<file path="config.mk">
export PLATFORM = sky130hd
export DESIGN_NAME = fetch_decode
export DESIGN_NICKNAME = d
export VERILOG_FILES = /design/src/rtl/fetch_decode.sv
export SDC_FILE = /design/constraint.sdc
export NUM_CORES = 1
export LEC_CHECK = 0
export ABC_CLOCK_PERIOD_IN_PS = 1300
export BUFFER_PORTS_ARGS = -buffer_cell sky130_fd_sc_hd__buf_2
export CAP_MARGIN = 30
export CORE_MARGIN = 4
export CORE_UTILIZATION = 45
export CTS_CLUSTER_DIAMETER = 30
export DETAILED_ROUTE_END_ITERATION = 10
export PLACE_DENSITY = 0.75
export SYNTH_ARGS = -nofsm -noshare
export SYNTH_HDL_FRONTEND = slang
export SYNTH_SLANG_ARGS = --single-unit
</file>
<file path="constraint.sdc">
create_clock -name clk -period 1.3 [get_ports clk]
set_input_delay 0.13 -clock clk [delete_from_list [all_inputs] [get_ports clk]]
set_output_delay 0.13 -clock clk [all_outputs]
set_load 0.02 [all_outputs]
</file>
<file path="src/rtl/fetch_decode.sv">
// Multi-cycle fetch/decode sequencer for an 8-bit accumulator-less ISA: fetches one- or two-byte
// instructions and drives register-file controls. Optional FETCH_STALL_CNT_EN adds a memory stall counter.
module fetch_decode #(
  parameter logic [7:0] RESET_PC = 8'h00
) (
  input  logic       clk,
  input  logic       rst,
  output logic [7:0] mem_addr,
  output logic       mem_rd,
  input  logic       mem_ready,
  input  logic [7:0] mem_rdata,
  output logic [1:0] readreg1,
  output logic [1:0] readreg2,
  output logic [1:0] writereg,
  output logic       regwrite,
  output logic       alu_op,
  output logic       wb_sel,
  output logic [7:0] imm,
  output logic [7:0] pc,
  output logic       halted
`ifdef FETCH_STALL_CNT_EN
  ,
  output logic [7:0] stall_cnt
`endif
);

  localparam logic [2:0] FETCH  = 3'd0;
  localparam logic [2:0] DECODE = 3'd1;
  localparam logic [2:0] IMM    = 3'd2;
  localparam logic [2:0] EXEC   = 3'd3;
  localparam logic [2:0] HALT   = 3'd4;

  logic [2:0] state_q, state_d;
  logic [7:0] pc_q, pc_d;
  logic [7:0] ir_q, ir_d;
  logic [7:0] imm_q, imm_d;

  logic [1:0] opcode;
  logic       is_ldi;
  logic       is_jmp;

  assign opcode = ir_q[7:6];
  assign is_ldi = (opcode == 2'b10);
  assign is_jmp = (opcode == 2'b11) && (ir_q[5:4] == 2'b00);

  always_comb begin
    state_d = state_q;
    pc_d    = pc_q;
    ir_d    = ir_q;
    imm_d   = imm_q;
    case (state_q)
      FETCH: begin
        if (mem_ready) begin
          ir_d    = mem_rdata;
          pc_d    = pc_q + 8'd1;
          state_d = DECODE;
        end
      end
      DECODE: begin
        if (opcode[1] == 1'b0) begin
          state_d = EXEC;
        end else if (is_ldi || is_jmp) begin
          state_d = IMM;
        end else begin
          state_d = HALT;
        end
      end
      IMM: begin
        if (mem_ready) begin
          imm_d = mem_rdata;
          // A jump target replaces the PC outright; LDI just steps past its operand byte.
          if (is_jmp) begin
            pc_d    = mem_rdata;
            state_d = FETCH;
          end else begin
            pc_d    = pc_q + 8'd1;
            state_d = EXEC;
          end
        end
      end
      EXEC:    state_d = FETCH;
      HALT:    state_d = HALT;
      default: state_d = FETCH;
    endcase
  end

  always_ff @(posedge clk) begin
    if (rst) begin
      state_q <= FETCH;
      pc_q    <= RESET_PC;
      ir_q    <= 8'h00;
      imm_q   <= 8'h00;
    end else begin
      state_q <= state_d;
      pc_q    <= pc_d;
      ir_q    <= ir_d;
      imm_q   <= imm_d;
    end
  end

  assign mem_rd   = (state_q == FETCH) || (state_q == IMM);
  assign mem_addr = pc_q;
  assign readreg1 = ir_q[3:2];
  assign readreg2 = ir_q[1:0];
  assign writereg = ir_q[5:4];
  assign alu_op   = ir_q[6];
  assign regwrite = (state_q == EXEC);
  assign wb_sel   = (state_q == EXEC) && is_ldi;
  assign imm      = imm_q;
  assign pc       = pc_q;
  assign halted   = (state_q == HALT);

`ifdef FETCH_STALL_CNT_EN
  logic [7:0] stall_cnt_q, stall_cnt_d;

  always_comb begin
    stall_cnt_d = stall_cnt_q;
    if (mem_rd && !mem_ready && (stall_cnt_q != 8'hFF)) begin
      stall_cnt_d = stall_cnt_q + 8'd1;
    end
  end

  always_ff @(posedge clk) begin
    if (rst) begin
      stall_cnt_q <= 8'h00;
    end else begin
      stall_cnt_q <= stall_cnt_d;
    end
  end

  assign stall_cnt = stall_cnt_q;
`endif

endmodule

</file>
* After elaboration in Yosys (flattened, before gate mapping)
Cells that the tools add are included.
** Operators by class
- Add/sub/neg operators :: 1
- $mul :: 0
- Div/mod/pow operators :: 0
- $lt $le $gt $ge :: 0
- Equality and inequality tests :: 8
- Shifts and indexed selects :: 0
- Multiplexer cells :: 10
- Bitwise gates (word level) :: 0
- Reduce and logical (&&, ||, !) cells :: 11
** Operators with widths (count)
- $mux W8 :: 3
- $pmux W8 S2 :: 1
- $mux W3 :: 4
- $pmux W3 S4 :: 1
- $add A8 B1 Y8 const B :: 1
- $eq A3 B2 Y1 const B :: 2
- $reduce_and A2 Y1 :: 3
- $eq A2 B2 Y1 const B :: 2
- $ne A2 B2 Y1 const B :: 2
- $eq A3 B1 Y1 const B :: 1
- $eq A3 B3 Y1 const B :: 1
- $logic_not A3 Y1 :: 1
- $reduce_and A3 Y1 :: 1
- $logic_and A1 B1 Y1 :: 2
- $logic_not A2 Y1 :: 1
- $logic_or A1 B1 Y1 :: 2
- $mux W2 :: 1
- $reduce_bool A2 Y1 :: 1
** Storage, ports and cells
- Flip-flop bits (word level) :: 27
- Latch bits :: 0
- RAM bits :: 0
- Bits in read-only memories :: 0
- Input bits :: 11
- Output and inout bits :: 35
- Word-level logic and storage cells :: 34
- Memories :: 0

* Depth between registers and ports, before layout
- Word-level depth :: 6
- Depth in mapped cells :: 6
- Mapped depth without buffers :: 5

* Worst setup path before layout
Ideal clock, no wire load.
- Path kind :: register to output
- From :: register state_q[1]
- To :: output wb_sel
- Data arrival time :: 1.482 ns
- Data required time :: 1.170 ns
- Setup slack :: -0.312 ns
- Cell stages (with the launch flop) :: 4
- Path buffers :: 1
- Cells stage by stage :: dfxtp_1 buf_2 and3b_1 nor3b_1
** Between the ends
- Cells in the longest elaborated chain, start to end :: 2
** Ends and longest elaborated chain
- start: declaration :: line 33 : logic [2:0] state_q, state_d;
- start signal: assignment :: line 94 : state_q <= state_d;
- $eq A3 B2 Y1
- net regwrite :: line 15 : output logic regwrite,
- $logic_and A1 B1 Y1 :: line 108 : assign wb_sel = (state_q == EXEC) && is_ldi;
- end: declaration :: line 17 : output logic wb_sel,
The timed path passes the listed nets, and every way through them passes these cells.

* Worst setup path after layout
- From :: register state_q[2]
- To :: output wb_sel
** Between the ends
- Cells in the longest elaborated chain, start to end :: 2
** Ends and longest elaborated chain (line)
- $eq A3 B2 Y1 :: 108
- $logic_and A1 B1 Y1 :: 108
Every way passes these cells.

==> impl_metrics.env <==
export IMPL_status="complete, but fails checks"
export IMPL_violations="setup timing"
export IMPL_tns_ns=-2.63
export IMPL_clock_skew_ns=0.00301
export IMPL_netlist_area_um2=1440
export IMPL_hold_end="imm[1]"
export IMPL_firstDrtPassIters=4
export IMPL_synth_seq_area_share=0.375
export IMPL_synth_xor_area_share=0
export IMPL_pwr_share_comb=0.301
export IMPL_rows=20
export IMPL_path_buf_inv=2
export IMPL_tritoncts="built"
export IMPL_synthAdderAreaFrac=0.00869
export IMPL_cp_required_ns=1.17
export IMPL_placed_area_um2=1760
export IMPL_synth_top_family_by_area="simple AND/OR/NAND/NOR gates"
export IMPL_end_kind="output port"
export IMPL_ff2ff_path_depth=5
export IMPL_synthSimpleGateAreaFrac=0.251
export IMPL_cts_sinks=27
export IMPL_setup_slack_ns=-0.212
export IMPL_hold_path_class="in -> reg"
export IMPL_synth_ff_latch_count=27
export IMPL_max_freq_mhz=661
export IMPL_root_buffer="clkbuf_4"
export IMPL_r2r_end="ir_q[4]"
export IMPL_layout_drive_gt1_share=0.675
export IMPL_cts_max_path_buffers=2
export IMPL_setup_viol=28
export IMPL_die_y_um=64.6
export IMPL_num_vias=1531
export IMPL_gp_congestion=0.842
export IMPL_startpoint="state_q[2]"
export IMPL_route_detailed_drc=0
export IMPL_fillers=218
export IMPL_holdCritStartpoint="mem_rdata[1]"
export IMPL_powerDensity_nw_per_um2=822
export IMPL_syn_nets=184
export IMPL_area_growth_pct=55.3
export IMPL_io_buffers=45
export IMPL_antenna_found_initial=0
export IMPL_ys_types=39
export IMPL_wl_per_cell_um=16.4
export IMPL_cpPeakStageDelay_ns=0.37
export IMPL_crit_type="reg -> out"
export IMPL_ant_nets=0
export IMPL_hold_depth=3
export IMPL_leakage_nw=0.961
export IMPL_avgViaCountPerCell=5.39
export IMPL_seqPwrFrac=0.488
export IMPL_intPower_mw=1.24
export IMPL_dp_hpwl_um=2700
export IMPL_final_hold_violation_count=0
export IMPL_grt_pass1_vias=1381
export IMPL_yosys_warnings=0
export IMPL_grt_usage=0.199
export IMPL_reg2reg_slack_ns=-0.17
export IMPL_start_kind="flop"
export IMPL_clk_latency_ns=0.34
export IMPL_diodes=0
export IMPL_cpLargestDelayFamily="simple AND/OR/NAND/NOR gates"
export IMPL_drt_initial_drc_count=139
export IMPL_nNetsFinal=253
export IMPL_fin_crit_sh=1.16
export IMPL_crit_top_cell="buf_6"
export IMPL_path_clk_slew_ns=0.15
export IMPL_gr_total_overflow=0
export IMPL_ir_drop_mv=0.787
export IMPL_die_area_um2=4170
export IMPL_grt_max_degree=16
export IMPL_crit_fanout=3
export IMPL_worst_r2r_startpoint="state_q[2]"
export IMPL_power_switching_mw=0.603
export IMPL_critPathArrivalTime_ns=1.38
export IMPL_synth_area_mux_share=0.0487
export IMPL_maxCapViolCount=0
export IMPL_wl_um=4650
export IMPL_grt_pass1_wl_um=6610
export IMPL_avgSynthCellArea_um2=8.37
export IMPL_swShare=0.328
export IMPL_initial_core_util=0.472
export IMPL_crit_slowest_cell="dfxtp_2"
export IMPL_ios=46
export IMPL_synthCells=172
export IMPL_fin_crit_ns=1.51
export IMPL_worstMarginPinSlew_ns=0.255
export IMPL_crit_chain="buf_6 -> and3b_2 -> nor3b_4 -> buf_6"
export IMPL_die_x_um=64.6
export IMPL_synth_compound_area_share=0.191
export IMPL_h_tree_depth=1
export IMPL_final_area_um2=2240
export IMPL_rsz0062_at_grt="true"
export IMPL_clkPwrFrac=0.211
export IMPL_cts_buffers=3
export IMPL_core_region_area_um2=3050
export IMPL_slew_headroom=0.830
export IMPL_drv_slew=0
-- layout by cell type, fill, tap and decap left out, drive strengths merged, types with 4 or more instances in the layout --
master and n:
mux2i 7, inv 4, o32ai 4, nand3 5
buf 87, a21oi 22, nand2b 4, dfxtp 27
nand2 35, a211oi 7, nor2 7
-- sequential cells by signal, summed over array words and instances, names as in the netlist --
signal    flops
imm           8
ir_q          8
mem_addr      8
state_q       3
-- cells in the mapped netlist (all sizes together) --
master	number	area share
nand2	35	0.091
dfxtp	27	0.38
a21oi	22	0.076
buf	20	0.10
a211oi	7	0.043
mux2i	7	0.049
nor2	7	0.031
clkbuf	4	0.010
inv	4	0.010
nand2b	4	0.017
nand3	4	0.017
o32ai	4	0.030
nor3	3	0.010
nor3b	3	0.019
nor2b	2	0.0087
o21ai	2	0.0070
o21bai	2	0.010
o22ai	2	0.0087
or3b	2	0.014
a22oi	1	0.0052
and2	1	0.0043
and3b	1	0.0061
and4bb	1	0.0087
ha	1	0.0087
nand4	1	0.0043
nand4bb	1	0.0078
nor4b	1	0.0061
o211ai	1	0.0052
o21a	1	0.0052
or2	1	0.0043
-- per-layer routing --
metal	track usage	wire length, µm
met1	0.266	2050
met3	0.0416	289
met2	0.326	2260
met4	0.0501	42
met5	0	0
-- kinds of logic (layout without fill, tap and decap cells) --
family | after synthesis | in the layout
flops | 27 | 27
buf+inv | 28 | 95
fa+ha+maj | 1 | 1
compound gates | 42 | 42
mux | 7 | 7
simple gates | 67 | 68
-- worst max path at each step --
| stage | slack [ns] | end | cells past startpoint |
|---|---|---|---|
| after floorplan | -0.02 | mem_addr[0] | 5 |
| after global placement | -0.07 | imm[5] | 4 |
| after detailed placement | -0.10 | imm[5] | 4 |
| after CTS | -0.19 | wb_sel | 4 |
| after global routing | -0.28 | wb_sel | 4 |
| final | -0.21 | wb_sel | 4 |
-- area by class of cell --
class | count | area, µm² | area share
clock buffers | 3 | 22.5 | 0.0101
multi-input cells | 118 | 965 | 0.431
flip-flops and latches | 27 | 557 | 0.249
repair buffers | 87 | 618 | 0.276
inverters | 4 | 15.0 | 0.00671
clock inverters | 1 | 5.00 | 0.00224
well taps | 44 | 55.1 | 0.0246
-- metrics by stage --
| step | setup WS (ns) | total power, mW | hold WS, ns | util | instances |
|---|---|---|---|---|---|
| floorplan | -0.0160 | 1.17 | 0.256 | - | 172 |
| global placement | -0.0705 | 1.27 | 0.406 | 0.577 | 259 |
| detailed placement | -0.101 | 1.27 | 0.415 | 0.577 | 259 |
| CTS | -0.190 | 1.69 | 0.0421 | 0.634 | 269 |
| global route | -0.281 | 1.92 | 0.0381 | 0.733 | 284 |
| finish | -0.212 | 1.84 | 0.0428 | 0.733 | 284 |
-- power by group through the flow --
stage | Clock (mW) | Sequential, mW | Combinational [mW]
floorplan | 0 | 0.935 | 0.231
global placement | 0 | 0.911 | 0.357
detailed placement | 0 | 0.912 | 0.362
CTS | 0.386 | 0.894 | 0.410
global route | 0.430 | 0.902 | 0.588
finish | 0.388 | 0.898 | 0.554
-- what timing repair did --
item,CTS,global route
setup endpoints to repair,24,30
hold endpoints to repair,0,0
setup buffers,5,16
pin swaps,6,22
gates cloned,1,0
hold buffers,0,0
resized for setup,27,56
-- worst reg2reg max path, stage by stage (launching register included) --
cell and delay (ns):
dfxtp_2 0.37, buf_4 0.14, or3b_4 0.45, nor2_8 0.22, nand2_2 0.09, a21oi_2 0.15
No activity file was read; power rests on OpenSTA's default activity.
